--- src/rtl/sne_evt_stream_pkg.sv ---
// Shared types and constants for the event-stream kernel sweep.
// Geometry constants here match the sequencer's default parameters.
package sne_evt_stream_pkg;

  localparam int unsigned KERN_SIZE = 3;
  localparam int unsigned GRID_EDGE = 8;
  localparam int unsigned COORD_W   = $clog2(GRID_EDGE);
  localparam int unsigned TGT_W     = COORD_W + 2;
  localparam int unsigned KIDX_W    = $clog2(KERN_SIZE);
  localparam int unsigned WIDX_W    = 4;
  localparam int unsigned SEQ_W     = 8;
  localparam int unsigned SWEEP_LEN = KERN_SIZE * KERN_SIZE;

  typedef enum logic [1:0] {
    IDLE  = 2'd0,
    SWEEP = 2'd1,
    DONE  = 2'd2
  } seq_state_e;

  typedef struct packed {
    logic [SEQ_W-1:0]  seq_addr;
    logic [WIDX_W-1:0] weight_idx;
  } kernel_beat_t;

endpackage

--- src/rtl/evt_kernel_addr_gen.sv ---
// Maps one kernel position of an event to its target address,
// weight index and in-grid flag.
module evt_kernel_addr_gen
  import sne_evt_stream_pkg::*;
#(
  parameter int GRID_SIZE   = GRID_EDGE,
  parameter int KERNEL_SIZE = KERN_SIZE
) (
  input  logic [COORD_W-1:0] xi,
  input  logic [COORD_W-1:0] yi,
  input  logic [COORD_W-1:0] x_offset,
  input  logic [COORD_W-1:0] y_offset,
  input  logic [KIDX_W-1:0]  kx,
  input  logic [KIDX_W-1:0]  ky,
  output logic               valid,
  output kernel_beat_t       beat
);

  localparam logic signed [TGT_W-1:0] LO = TGT_W'(1);
  localparam logic signed [TGT_W-1:0] HI = TGT_W'(GRID_SIZE - 2);
  localparam logic [WIDX_W-1:0] KS = WIDX_W'(KERNEL_SIZE);
  localparam int PAD = SEQ_W / 2 - COORD_W;

  logic signed [TGT_W-1:0] tx;
  logic signed [TGT_W-1:0] ty;

  // Two guard bits keep the sum exact; border neurons are excluded.
  always_comb begin
    tx = TGT_W'(xi) + TGT_W'(x_offset) + LO - TGT_W'(kx);
    ty = TGT_W'(yi) + TGT_W'(y_offset) + LO - TGT_W'(ky);
    valid = (tx >= LO) && (tx <= HI)
         && (ty >= LO) && (ty <= HI);
    beat.seq_addr = {{PAD{1'b0}}, ty[COORD_W-1:0],
                     {PAD{1'b0}}, tx[COORD_W-1:0]};
    beat.weight_idx = WIDX_W'(ky) * KS + WIDX_W'(kx);
  end

endmodule

--- src/rtl/evt_kernel_sweep_sequencer.sv ---
// Per-event kernel window sweep: one registered beat per in-grid
// target, ky outer / kx inner, with output backpressure.
module evt_kernel_sweep_sequencer
  import sne_evt_stream_pkg::*;
#(
  parameter int SEQ_ADDR_WIDTH  = SEQ_W,
  parameter int NEURON_ID_WIDTH = 8,
  parameter int KERNEL_SIZE     = KERN_SIZE,
  parameter int GRID_SIZE       = GRID_EDGE,
  parameter int GROUP_ID        = 0
) (
  input  logic                       clk_i,
  input  logic                       rst_i,
  input  logic                       enable_i,
  input  logic                       flush_i,
  input  logic [COORD_W-1:0]         x_offset_i,
  input  logic [COORD_W-1:0]         y_offset_i,
  input  logic                       evt_valid_i,
  output logic                       evt_ready_o,
  input  logic [NEURON_ID_WIDTH-1:0] evt_addr_i,
  output logic                       out_valid_o,
  input  logic                       out_ready_i,
  output logic [SEQ_ADDR_WIDTH-1:0]  seq_addr_o,
  output logic [WIDX_W-1:0]          weight_idx_o,
  output logic                       kernel_clk_en_o,
  output logic                       busy_o,
  output logic                       done_o
);

  localparam int HALF = NEURON_ID_WIDTH / 2;
  localparam logic [KIDX_W-1:0] K_MAX = KIDX_W'(KERNEL_SIZE - 1);

  seq_state_e state, state_nx;
  logic [COORD_W-1:0] xi, yi, xo, yo;
  logic [KIDX_W-1:0] kx, ky;
  logic last_q;
  logic adv, accept, last_pos;
  logic pos_valid;
  kernel_beat_t pos_beat;
  logic unused_bits;

  assign unused_bits = ^{evt_addr_i[HALF-1:COORD_W],
                         evt_addr_i[NEURON_ID_WIDTH-1:HALF+COORD_W],
                         8'(GROUP_ID)};

  assign evt_ready_o = (state == IDLE) && enable_i
                    && !flush_i && !rst_i;
  assign accept   = evt_valid_i && evt_ready_o;
  assign adv      = !out_valid_o || out_ready_i;
  assign last_pos = (kx == K_MAX) && (ky == K_MAX);

  assign kernel_clk_en_o = (state == SWEEP);
  assign busy_o          = (state != IDLE);
  assign done_o          = (state == DONE);

  evt_kernel_addr_gen #(
    .GRID_SIZE   (GRID_SIZE),
    .KERNEL_SIZE (KERNEL_SIZE)
  ) u_addr_gen (
    .xi       (xi),
    .yi       (yi),
    .x_offset (xo),
    .y_offset (yo),
    .kx       (kx),
    .ky       (ky),
    .valid    (pos_valid),
    .beat     (pos_beat)
  );

  always_ff @(posedge clk_i or posedge rst_i) begin
    if (rst_i) state <= IDLE;
    else       state <= state_nx;
  end

  always_comb begin
    state_nx = state;
    unique case (state)
      IDLE:    if (accept) state_nx = SWEEP;
      SWEEP:   if (adv && last_q) state_nx = DONE;
      DONE:    state_nx = IDLE;
      default: state_nx = IDLE;
    endcase
    if (flush_i) state_nx = IDLE;
  end

  // last_q marks that every position has been issued; the sweep
  // leaves only once the final beat slot drains.
  always_ff @(posedge clk_i or posedge rst_i) begin
    if (rst_i) begin
      xi           <= '0;
      yi           <= '0;
      xo           <= '0;
      yo           <= '0;
      kx           <= '0;
      ky           <= '0;
      last_q       <= 1'b0;
      out_valid_o  <= 1'b0;
      seq_addr_o   <= '0;
      weight_idx_o <= '0;
    end else if (flush_i) begin
      out_valid_o <= 1'b0;
      last_q      <= 1'b0;
    end else if (accept) begin
      xi     <= evt_addr_i[COORD_W-1:0];
      yi     <= evt_addr_i[HALF+COORD_W-1:HALF];
      xo     <= x_offset_i;
      yo     <= y_offset_i;
      kx     <= '0;
      ky     <= '0;
      last_q <= 1'b0;
    end else if (state == SWEEP && adv) begin
      if (last_q) begin
        out_valid_o <= 1'b0;
      end else begin
        out_valid_o <= pos_valid;
        if (pos_valid) begin
          seq_addr_o   <= SEQ_ADDR_WIDTH'(pos_beat.seq_addr);
          weight_idx_o <= pos_beat.weight_idx;
        end
        if (last_pos) begin
          last_q <= 1'b1;
        end else if (kx == K_MAX) begin
          kx <= '0;
          ky <= ky + 1'b1;
        end else begin
          kx <= kx + 1'b1;
        end
      end
    end
  end

endmodule

--- config.mk ---
export PLATFORM = sky130hd
export DESIGN_NAME = evt_kernel_sweep_sequencer
export DESIGN_NICKNAME = d
export VERILOG_FILES = /design/src/rtl/sne_evt_stream_pkg.sv /design/src/rtl/evt_kernel_addr_gen.sv /design/src/rtl/evt_kernel_sweep_sequencer.sv
export SDC_FILE = /design/constraint.sdc
export NUM_CORES = 1
export LEC_CHECK = 0
export ABC_AREA = 0
export ABC_CLOCK_PERIOD_IN_PS = 10500
export BUFFER_PORTS_ARGS = -buffer_cell sky130_fd_sc_hd__buf_2
export CAP_MARGIN = 20
export CORE_ASPECT_RATIO = 1.25
export CORE_UTILIZATION = 50
export CTS_BUF_LIST = sky130_fd_sc_hd__clkbuf_4
export CTS_CLUSTER_SIZE = 14
export DETAILED_ROUTE_END_ITERATION = 8
export HOLD_SLACK_MARGIN = 0.05
export PLACE_DENSITY = 0.74
export SETUP_SLACK_MARGIN = 0.1
export SLEW_MARGIN = 20
export SYNTH_ARGS = -nofsm -noshare
export SYNTH_HDL_FRONTEND = slang
export SYNTH_SLANG_ARGS = --single-unit
--- constraint.sdc ---
create_clock -name clk_i -period 10.5 [get_ports clk_i]
set_clock_uncertainty 0.2 [all_clocks]
set_input_delay 1.05 -clock clk_i [delete_from_list [all_inputs] [get_ports clk_i]]
set_output_delay 1.05 -clock clk_i [all_outputs]
set_load 0.005 [all_outputs]
==> results.json <==
{
  "outcome": "completed",
  "synth-edff-count": 0,
  "place_hpwl_mm": 2.72,
  "cts_sinks": 30,
  "timing.final.max_slew_violations": 0,
  "post-place-cells": 241,
  "critical_path_class": "reg -> reg",
  "post_synth_num_cell_types": 36,
  "count_of_input_and_output_buffers": 32,
  "grt_max_degree": 18,
  "timing_hold_violations_final": 0,
  "drive_gt1_share_pct": 26.4,
  "synth-main-ff-cell": "dfrtp_1",
  "drt_first_iter_violations": 22,
  "startpoint_type": "flip-flop",
  "floorplan.die.height_um": 68.6,
  "cts_htree_levels": 2,
  "floorplan.rows": 23,
  "yosys_warnings": 0,
  "crit_path_end_kind": "flip-flop",
  "crit_required_ps": 10510,
  "slew_headroom_pct": 58.1,
  "die_area_mm2": 0.00379,
  "vdd.ir_drop.worst_v": 0.000148,
  "cts_root_buf": "clkbuf_4",
  "viasPerCell": 5.36,
  "die_w_um": 55.3,
  "syn_area_mm2": 0.00177,
  "layout.cells.most_common": "nand2_1",
  "area_delta_synth_final_pct": 14.7,
  "globalRoute.totalOverflow": 0,
  "ys_seq_area_share_pct": 42.3,
  "synth.ff_latch_count": 30,
  "final.setup.tns_ps": 0,
  "cts_max_path_buffers": 2,
  "final.period_utilization_pct": 34.9,
  "totalPowerFinal_uw": 371,
  "number_of_remaining_drc_errors": 0,
  "drt.antenna.violating_nets": 0,
  "post_cts.repair.setup_buffers": 0,
  "globalplace.congestion": 0.772,
  "cts_repair_resize_count": 0,
  "layout.cells.most_common_list": "nand2_1, buf_2, dfrtp_1",
  "p_leak_nw": 1.10,
  "worst_setup_hold_path_clk_slew_ps": 90,
  "critPathMaxFanout": 11,
  "nFillCells": 281,
  "crit_arrival_ps": 3670,
  "clock_insertion_delay_worst_skew_ps": 320,
  "initial_cell_density_of_the_core_pct": 53.6,
  "drt_wl_total_mm": 3.39,
  "antenna-diode-count": 0,
  "worst-slew-pin-transition_ps": 628,
  "cts-buffers-inserted": 5,
  "num-nets-final": 252,
  "max_cap_violations": 0,
  "preCtsSetupSlack_ps": 6820,
  "synthArstFlopShare_pct": 100,
  "hold-worst-slack_ps": 292,
  "grt_first_pass_wirelength_mm": 5.68,
  "vias": 1335,
  "rsz0062_at_grt": "no",
  "cellPowerDensity_mw_per_mm2": 182,
  "detail_route.wl_per_cell_um": 13.6,
  "avg_synthesized_cell_area_um2": 10.1,
  "min_period_ps": 3660,
  "min_path_type": "reg -> reg",
  "detailedRoute.firstPassIterationCount": 4,
  "post_route_worst_setup_slack_ps": 6840,
  "boundaryPins": 37,
  "layoutNonFillerInstCount": 249,
  "cts_hold_buf": 0,
  "syn_inst": 175,
  "count_of_endpoints_failing_setup_in_the_final_report": 0,
  "timing.fmax_ghz": 0.273,
  "first_global_vias": 1332,
  "core-area_mm2": 0.00331,
  "antenna_found_initial": 0,
  "grt_use_total_pct": 19.5,
  "tritoncts": "yes"
}
-- final cells by class --
class / count / area [um2] / area share [%]
multi-input cells: 126 / 936 / 46.0
flip-flops and latches: 30 / 751 / 36.9
repair buffers: 34 / 195 / 9.59
inverters: 14 / 52.6 / 2.58
well taps: 37 / 46.3 / 2.28
clock buffers: 6 / 45.0 / 2.21
clock inverters: 2 / 8.76 / 0.431
-- critical path, stage by stage, from the launching register on --
cell and delay, ps:
dfrtp_1 400, ha_1 220, fa_1 490, inv_1 40
ha_1 260, inv_1 40, ha_1 220, ha_1 320
or3_1 110, nand2_1 40, or3_1 350, nor4_2 260
buf_4 240, mux2_2 360
-- flip-flops by register name (all words and copies together) (netlist names) --
signal and cells:
last_q 1, state 2, kx 2, seq_addr_o 6, ky 2, xi 3, yi 3, yo 3
weight_idx_o 4, out_valid_o 1, xo 3
-- power by group --
group          internal [mW]  switching, mW
clock                 0.0277         0.0388
sequential             0.142         0.0177
combinational         0.0746         0.0701
total                  0.244          0.127
-- metal layers --
layer	vias to the layer above	global-route usage, %	share of wire, %
met5	-	0	0
met4	0	8.75	1.9
met3	7	4.66	3.3
met2	30	39.3	56
met1	649	19.1	39
li1	649	-	-
-- cell usage after synthesis, types with 2 or more instances --
cell / instances / area (um2)
nand2_1: 43 / 161
dfrtp_1: 30 / 751
ha_1: 17 / 213
inv_1: 14 / 52.6
mux2_2: 8 / 90.1
a21oi_1: 5 / 25.0
xnor2_1: 5 / 43.8
fa_1: 4 / 80.1
mux2i_1: 4 / 40.0
nor2_1: 4 / 15.0
nor2b_1: 4 / 25.0
or3_1: 4 / 25.0
o21ai_0: 3 / 15.0
a21o_1: 2 / 15.0
buf_4: 2 / 15.0
clkbuf_1: 2 / 7.51
nand2b_1: 2 / 12.5
nand3_1: 2 / 10.0
nor4b_1: 2 / 17.5
or2_2: 2 / 12.5
-- worst paths after layout --
path / start / to / slack, ps / cells after the start
setup / recovery: xo[0] / weight_idx_o[0] / 6840 / 13
hold / removal: yi[0] / yi[0] / 290 / 2
setup reg to reg: xo[0] / weight_idx_o[0] / 6840 / 13
hold reg to reg: yi[0] / yi[0] / 290 / 2
max in group asynchronous: rst_i / weight_idx_o[3] / 9000 / 3
min in group asynchronous: rst_i / state[0] / 610 / 2
-- per-stage QoR --
stage	area [um2]	utilization, %
3_3_place_gp	1950	59.0
3_5_place_dp	1980	59.8
4_1_cts	2030	61.5
6_report	2030	61.5
5_1_grt	2030	61.5
2_1_floorplan	1780	-
-- cell families (layout without fill, tap and decap cells) --
kind of cell,Yosys count,in the layout,synth area share (%)
buffers and inverters,20,56,5.15
AOI/OAI and AO/OA,13,13,4.44
DFF,30,30,42.3
xor gates and xnor gates,6,6,2.96
and+or+nand+nor,71,71,19.8
adders and majority gates,21,21,16.5
muxes,13,13,8.60
other,1,2,0.211
(Power assumes the default switching activity.)
